## config.mk

```make
export PLATFORM = sky130hd
export DESIGN_NAME = program_loader
export DESIGN_NICKNAME = d
export VERILOG_FILES = /design/src/rtl/program_loader.sv
export SDC_FILE = /design/constraint.sdc
export NUM_CORES = 1
export LEC_CHECK = 0
export BUFFER_PORTS_ARGS = -buffer_cell sky130_fd_sc_hd__buf_2
export CORE_ASPECT_RATIO = 0.5
export CORE_MARGIN = 3
export CORE_UTILIZATION = 52
export DETAILED_ROUTE_END_ITERATION = 8
export PLACE_DENSITY = 0.78
export SKIP_CTS_REPAIR_TIMING = 1
export SYNTH_ARGS = -nofsm -noshare
export SYNTH_HDL_FRONTEND = slang
export SYNTH_SLANG_ARGS = --single-unit
export TNS_END_PERCENT = 50
```

## constraint.sdc

```tcl
create_clock -name CLOCK_50 -period 2 [get_ports CLOCK_50]
set_input_delay 0.1 -clock CLOCK_50 [delete_from_list [all_inputs] [get_ports CLOCK_50]]
set_output_delay 0.1 -clock CLOCK_50 [all_outputs]
set_load 0.05 [all_outputs]
```

## src/rtl/program_loader.sv

```systemverilog
// Boot-time program loader: framed byte stream in, 16-bit words out to the
// instruction memory write port; holds the CPU in reset until a frame checks.
//
// Ports:
//   CLOCK_50, reset (async active-low)
//   rx_valid/rx_data/rx_ready : byte stream handshake (rx_ready = !mem_we)
//   mem_we/mem_addr/mem_data  : instruction memory write port
//   cpu_hold                  : 1 = processor held in reset
//   done/err                  : last frame loaded OK / rejected
//   word_count                : words written in the current or last frame
module program_loader #(
  parameter int          ADDR_W        = 12,
  parameter int          DATA_W        = 16,
  parameter logic [7:0]  SYNC          = 8'hA5,
  parameter logic        HOLD_AT_RESET = 1'b1
) (
  input  logic              CLOCK_50,
  input  logic              reset,
  input  logic              rx_valid,
  input  logic [7:0]        rx_data,
  output logic              rx_ready,
  output logic              mem_we,
  output logic [ADDR_W-1:0] mem_addr,
  output logic [DATA_W-1:0] mem_data,
  output logic              cpu_hold,
  output logic              done,
  output logic              err,
  output logic [ADDR_W-1:0] word_count
);

  typedef enum logic [2:0] {
    S_IDLE, S_LEN_H, S_LEN_L, S_DATA_H,
    S_DATA_L, S_CHECK, S_DONE, S_ERR
  } state_t;

  state_t            r_state;
  logic [3:0]        r_len_h;
  logic [ADDR_W-1:0] r_len;
  logic [7:0]        r_hi;
  logic [7:0]        r_chk;
  logic              r_we;
  logic [ADDR_W-1:0] r_addr;
  logic [DATA_W-1:0] r_data;
  logic              r_hold;
  logic              r_done;
  logic              r_err;
  logic [ADDR_W-1:0] r_cnt;

  logic              w_acc;
  logic [ADDR_W-1:0] w_n;
  logic [ADDR_W-1:0] w_cnt_nx;

  // Stall the source for the one cycle a write is on the port.
  assign rx_ready = !r_we;
  assign w_acc    = rx_valid && rx_ready;
  assign w_n      = ADDR_W'({r_len_h, rx_data});
  assign w_cnt_nx = r_cnt + ADDR_W'(1);

  assign mem_we     = r_we;
  assign mem_addr   = r_addr;
  assign mem_data   = r_data;
  assign cpu_hold   = r_hold;
  assign done       = r_done;
  assign err        = r_err;
  assign word_count = r_cnt;

  always_ff @(posedge CLOCK_50 or negedge reset) begin
    if (!reset) begin
      r_state <= S_IDLE;
      r_len_h <= '0;
      r_len   <= '0;
      r_hi    <= '0;
      r_chk   <= '0;
      r_we    <= 1'b0;
      r_addr  <= '0;
      r_data  <= '0;
      r_hold  <= HOLD_AT_RESET;
      r_done  <= 1'b0;
      r_err   <= 1'b0;
      r_cnt   <= '0;
    end else begin
      r_we <= 1'b0;
      if (w_acc) begin
        unique case (r_state)
          S_IDLE, S_DONE, S_ERR: begin
            // Non-SYNC bytes are dropped and outputs hold.
            if (rx_data == SYNC) begin
              r_state <= S_LEN_H;
              r_hold  <= 1'b1;
              r_done  <= 1'b0;
              r_err   <= 1'b0;
              r_cnt   <= '0;
              r_chk   <= '0;
            end
          end
          S_LEN_H: begin
            if (rx_data[7:4] != 4'd0) begin
              r_state <= S_ERR;
              r_err   <= 1'b1;
            end else begin
              r_len_h <= rx_data[3:0];
              r_state <= S_LEN_L;
            end
          end
          S_LEN_L: begin
            if (w_n == '0) begin
              r_state <= S_ERR;
              r_err   <= 1'b1;
            end else begin
              r_len   <= w_n;
              r_state <= S_DATA_H;
            end
          end
          S_DATA_H: begin
            r_hi    <= rx_data;
            r_chk   <= r_chk ^ rx_data;
            r_state <= S_DATA_L;
          end
          S_DATA_L: begin
            r_chk   <= r_chk ^ rx_data;
            r_we    <= 1'b1;
            r_addr  <= r_cnt;
            r_data  <= DATA_W'({r_hi, rx_data});
            r_cnt   <= w_cnt_nx;
            r_state <= (w_cnt_nx == r_len) ? S_CHECK : S_DATA_H;
          end
          S_CHECK: begin
            if (rx_data == r_chk) begin
              r_state <= S_DONE;
              r_hold  <= 1'b0;
              r_done  <= 1'b1;
            end else begin
              r_state <= S_ERR;
              r_err   <= 1'b1;
            end
          end
        endcase
      end
    end
  end

endmodule

```

==> key figures <==
Power and ir drop
  • Leakage power: 2.37 nW
  • Clock power share: 23.7%
  • Peak supply drop: 0.853 mV
  • Share of power burned in combinational logic: 38.3%
  • Tot Pwr: 0.00643 W
  • Int Power: 0.00385 W
  • Power Dens Cells: 1340 nW/µm²
  • Switch share: 40.1%
  • Switching power of the nets: 0.00258 W
  • Share of total power in sequential cells: 38.0%

Timing
  • Final setup fails: 2
  • RSZ-0062 raised after global routing: yes
  • Fin crit period: 2.06 ns
  • Fin. Hold Viols: 0
  • Relative slew slack: 56.8%
  • Fin crit share: 103%
  • Worst-Margin Slew: 0.647 ns
  • Fmax: 486 MHz
  • Skew final: 0.00596 ns
  • Setup TNS: -0.105 ns
  • Setup ws final: -0.0592 ns
  • Final Max Tran Viols: 0

Synth
  • Post-synthesis sequential area ratio: 50.7%
  • Synth cell types: 54
  • Synth Net Count: 417
  • Post-synth EDFFs: 0
  • Syn Area/Cell: 9.64 µm²
  • Total number of yosys warnings: 0
  • Cell area after synthesis: 3900 µm²
  • Mapped Cells: 405
  • Most used DFF post-synth: dfrtp_1
  • #FFs+latches synth: 79
  • Ys async rst share: 100%

CTS
  • Clock root cell: clkbuf_16
  • CTS tree: yes
  • CTS H-tree depth: 3
  • Worst-Skew Late Latency: 0.34 ns
  • Clock transition at path regs: 0.06 ns
  • Clock Tree Buf Depth: 2
  • Clock sink count: 79
  • CTS Buf Count: 9

Outcome
  • Violated checks: setup timing
  • Status: complete, but fails checks

Critical path
  • WP data required: 2.26 ns
  • Crit Reg-Reg Endpoint: r_state[2]
  • Crit path capture: r_state[2]
  • CP bufs+invs: 0
  • CP Depth: 7
  • Kind of critical path: reg -> reg
  • Critical path's largest stage delay: 0.51 ns
  • Crit path cell chain: ha_4 -> nand2_4 -> nor2_4 -> xnor2_1 -> or4_4 -> or4_4 -> o211ai_2
  • Reg2reg setup slack: -0.06 ns
  • Worst EP arrival: 2.32 ns
  • Element type at the critical path start: flip-flop
  • CP dominant cell by count: or4_4
  • CP top delay family: simple AND/OR/NAND/NOR gates
  • Critical path launch point: word_count[0]
  • Reg2reg path depth: 7
  • Setup crit end kind: flip-flop
  • Slowest CP cell: dfrtp_4
  • RR Startpoint: word_count[0]
  • Critical-path maximum fanout: 5

Floorplanning
  • Die ar.: 8640 µm²
  • Die span in y: 67.3 µm
  • IO Pins: 56
  • Std-Cell Core Area: 6960 µm²
  • Initial core utilization: 56.0%
  • Die width: 129 µm
  • Floorplan row count: 21

Placement
  • IO buf count: 55
  • Hpwl dp: 6340 µm
  • Gpl congestion: 0.885

Routing
  • DRC violations left: 0
  • Vias: 3205
  • Average wire per standard cell: 16.0 µm
  • Via density: 5.64
  • Wirelength, routed: 9080 µm
  • First-pass DRT Iterations: 5
  • First DRT Iteration DRCs: 354
  • Antenna-violating nets left: 0

Global routing
  • Grt ovf: 0
  • Initial antenna violation count: 0
  • Largest net degree at the start of global routing: 51
  • Vias in the first global route: 3049
  • GR Util All Layers: 23.0%
  • First-pass GRT wire length: 15400 µm

Layout
  • # diodes: 0
  • Layout cells sized above 1: 32.8%
  • Area Growth Syn to Fin: 22.9%
  • Fin nets: 483

Hold path
  • Hold Path Class: in -> reg

Job
  • Maxcap violations: 0
-- worst min-delay path by stage --
stage,start,to,slack [ns],cells after the start
finish,rx_data[7],mem_data[7],0.04,3
global route,rx_data[7],mem_data[7],0.04,3
CTS,reset,mem_addr[8],-0.19,1
detailed placement,reset,mem_addr[8],0.17,1
global placement,reset,mem_addr[8],0.17,1
floorplan,reset,done,-0.20,0
-- metrics by stage --
stage / utilization [%] / instance area (µm²) / worst slack (ns) / instances / hold slack (ns)
after floorplan: - / 3980 / -0.149 / 405 / -0.196
after global placement: 64.3 / 4480 / 0.00849 / 551 / 0.171
after detailed placement: 64.3 / 4480 / -0.0253 / 551 / 0.171
after CTS: 68.3 / 4760 / -0.223 / 567 / -0.195
after global routing: 68.9 / 4790 / -0.110 / 568 / 0.0368
final: 68.9 / 4790 / -0.0592 / 568 / 0.0384
-- tightest hold or removal path: stages --
cell and delay [ns]:
buf_2 0.13, nand2_1 0.06, nand2_1 0.04
-- cells in the mapped netlist, types with 3 or more instances --
cell | instances | area share [%]
a21oi_1 | 7 | 0.90
nand3_1 | 12 | 1.5
xnor2_1 | 16 | 3.6
buf_2 | 5 | 0.64
clkbuf_1 | 22 | 2.1
nand4_1 | 5 | 0.80
xor2_1 | 7 | 1.6
nor3_1 | 3 | 0.38
dfrtp_1 | 78 | 50
inv_1 | 5 | 0.48
or3_1 | 4 | 0.64
nor4_1 | 4 | 0.64
nor3b_1 | 7 | 1.3
o21ai_0 | 27 | 3.5
a31oi_1 | 3 | 0.48
nor2_1 | 18 | 1.7
nand2_1 | 101 | 9.7
o21a_1 | 3 | 0.58
mux2_2 | 25 | 7.2
buf_4 | 3 | 0.58
a21o_1 | 8 | 1.5
-- flip-flops by register name, indices dropped and copies added, names as in the netlist --
name	cells
err	1
cpu_hold	1
mem_addr	12
done	1
word_count	12
r_len	12
r_len_h	4
mem_we	1
r_state	3
r_hi	8
r_chk	8
mem_data	16
-- metal layers --
layer,track usage (%),up-vias,part of all wire (%)
met5,0,-,0
met4,7.72,0,1.4
met3,5.61,17,6.5
met2,36.5,118,45
met1,31.6,1552,47
li1,-,1518,-
-- power groups by stage --
stage | registers (W) | logic [W] | clock network, W
detailed placement | 0.00245 | 0.00239 | 0
floorplan | 0.00294 | 0.00122 | 0
global placement | 0.00243 | 0.00232 | 0
CTS | 0.00243 | 0.00242 | 0.00156
finish | 0.00244 | 0.00246 | 0.00153
global route | 0.00252 | 0.00267 | 0.00163
-- cell usage in the layout (no fill, tap or decap), types with 2 or more instances in the layout --
| cell | Yosys | layout |
|---|---|---|
| nand2_1 | 101 | 99 |
| dfrtp_1 | 78 | 67 |
| buf_2 | 5 | 54 |
| buf_4 | 3 | 27 |
| o21ai_0 | 27 | 26 |
| mux2_2 | 25 | 25 |
| nor2_1 | 18 | 17 |
| xnor2_1 | 16 | 16 |
| nand3_1 | 12 | 12 |
| dfrtp_2 | 0 | 10 |
| clkbuf_16 | 0 | 9 |
| a21o_1 | 8 | 8 |
| a21oi_1 | 7 | 7 |
| xor2_1 | 7 | 7 |
| nor3b_1 | 7 | 7 |
| nand4_1 | 5 | 5 |
| inv_1 | 5 | 4 |
| or3_1 | 4 | 4 |
| nor4_1 | 4 | 4 |
| clkinvlp_4 | 0 | 3 |
| o21a_1 | 3 | 3 |
| nor3_1 | 3 | 3 |
| inv_6 | 0 | 3 |
| buf_12 | 0 | 3 |
| and2_1 | 2 | 2 |
| o31ai_1 | 2 | 2 |
| a31oi_1 | 3 | 2 |
| nor2_4 | 1 | 2 |
| a211o_1 | 2 | 2 |
| nand2b_1 | 2 | 2 |
| o22a_1 | 2 | 2 |
| mux2i_1 | 2 | 2 |
| o311ai_0 | 2 | 2 |
| or4_4 | 2 | 2 |
-- cells by family (layout without fill, tap and decap cells) --
family / count (synthesis) / in the layout / share of synthesized area, %
flops: 79 / 79 / 50.7
fa+ha+maj: 1 / 1 / 0.321
xor+xnor: 23 / 23 / 5.16
simple gates: 172 / 172 / 21.0
mux: 27 / 27 / 7.73
buf+inv: 36 / 107 / 3.91
compound gates: 67 / 67 / 11.2
-- cell type report --
cell class | count | area (µm²)
Sequential cell | 79 | 1990
Clock inverter | 7 | 55.1
Multi-Input combinational cell | 290 | 1840
Timing Repair Buffer | 85 | 543
Clock buffer | 9 | 225
Tap cell | 92 | 115
Fill cell | 520 | 2170
Inverter | 6 | 26.3
No activity file was read; power rests on OpenSTA's default activity.
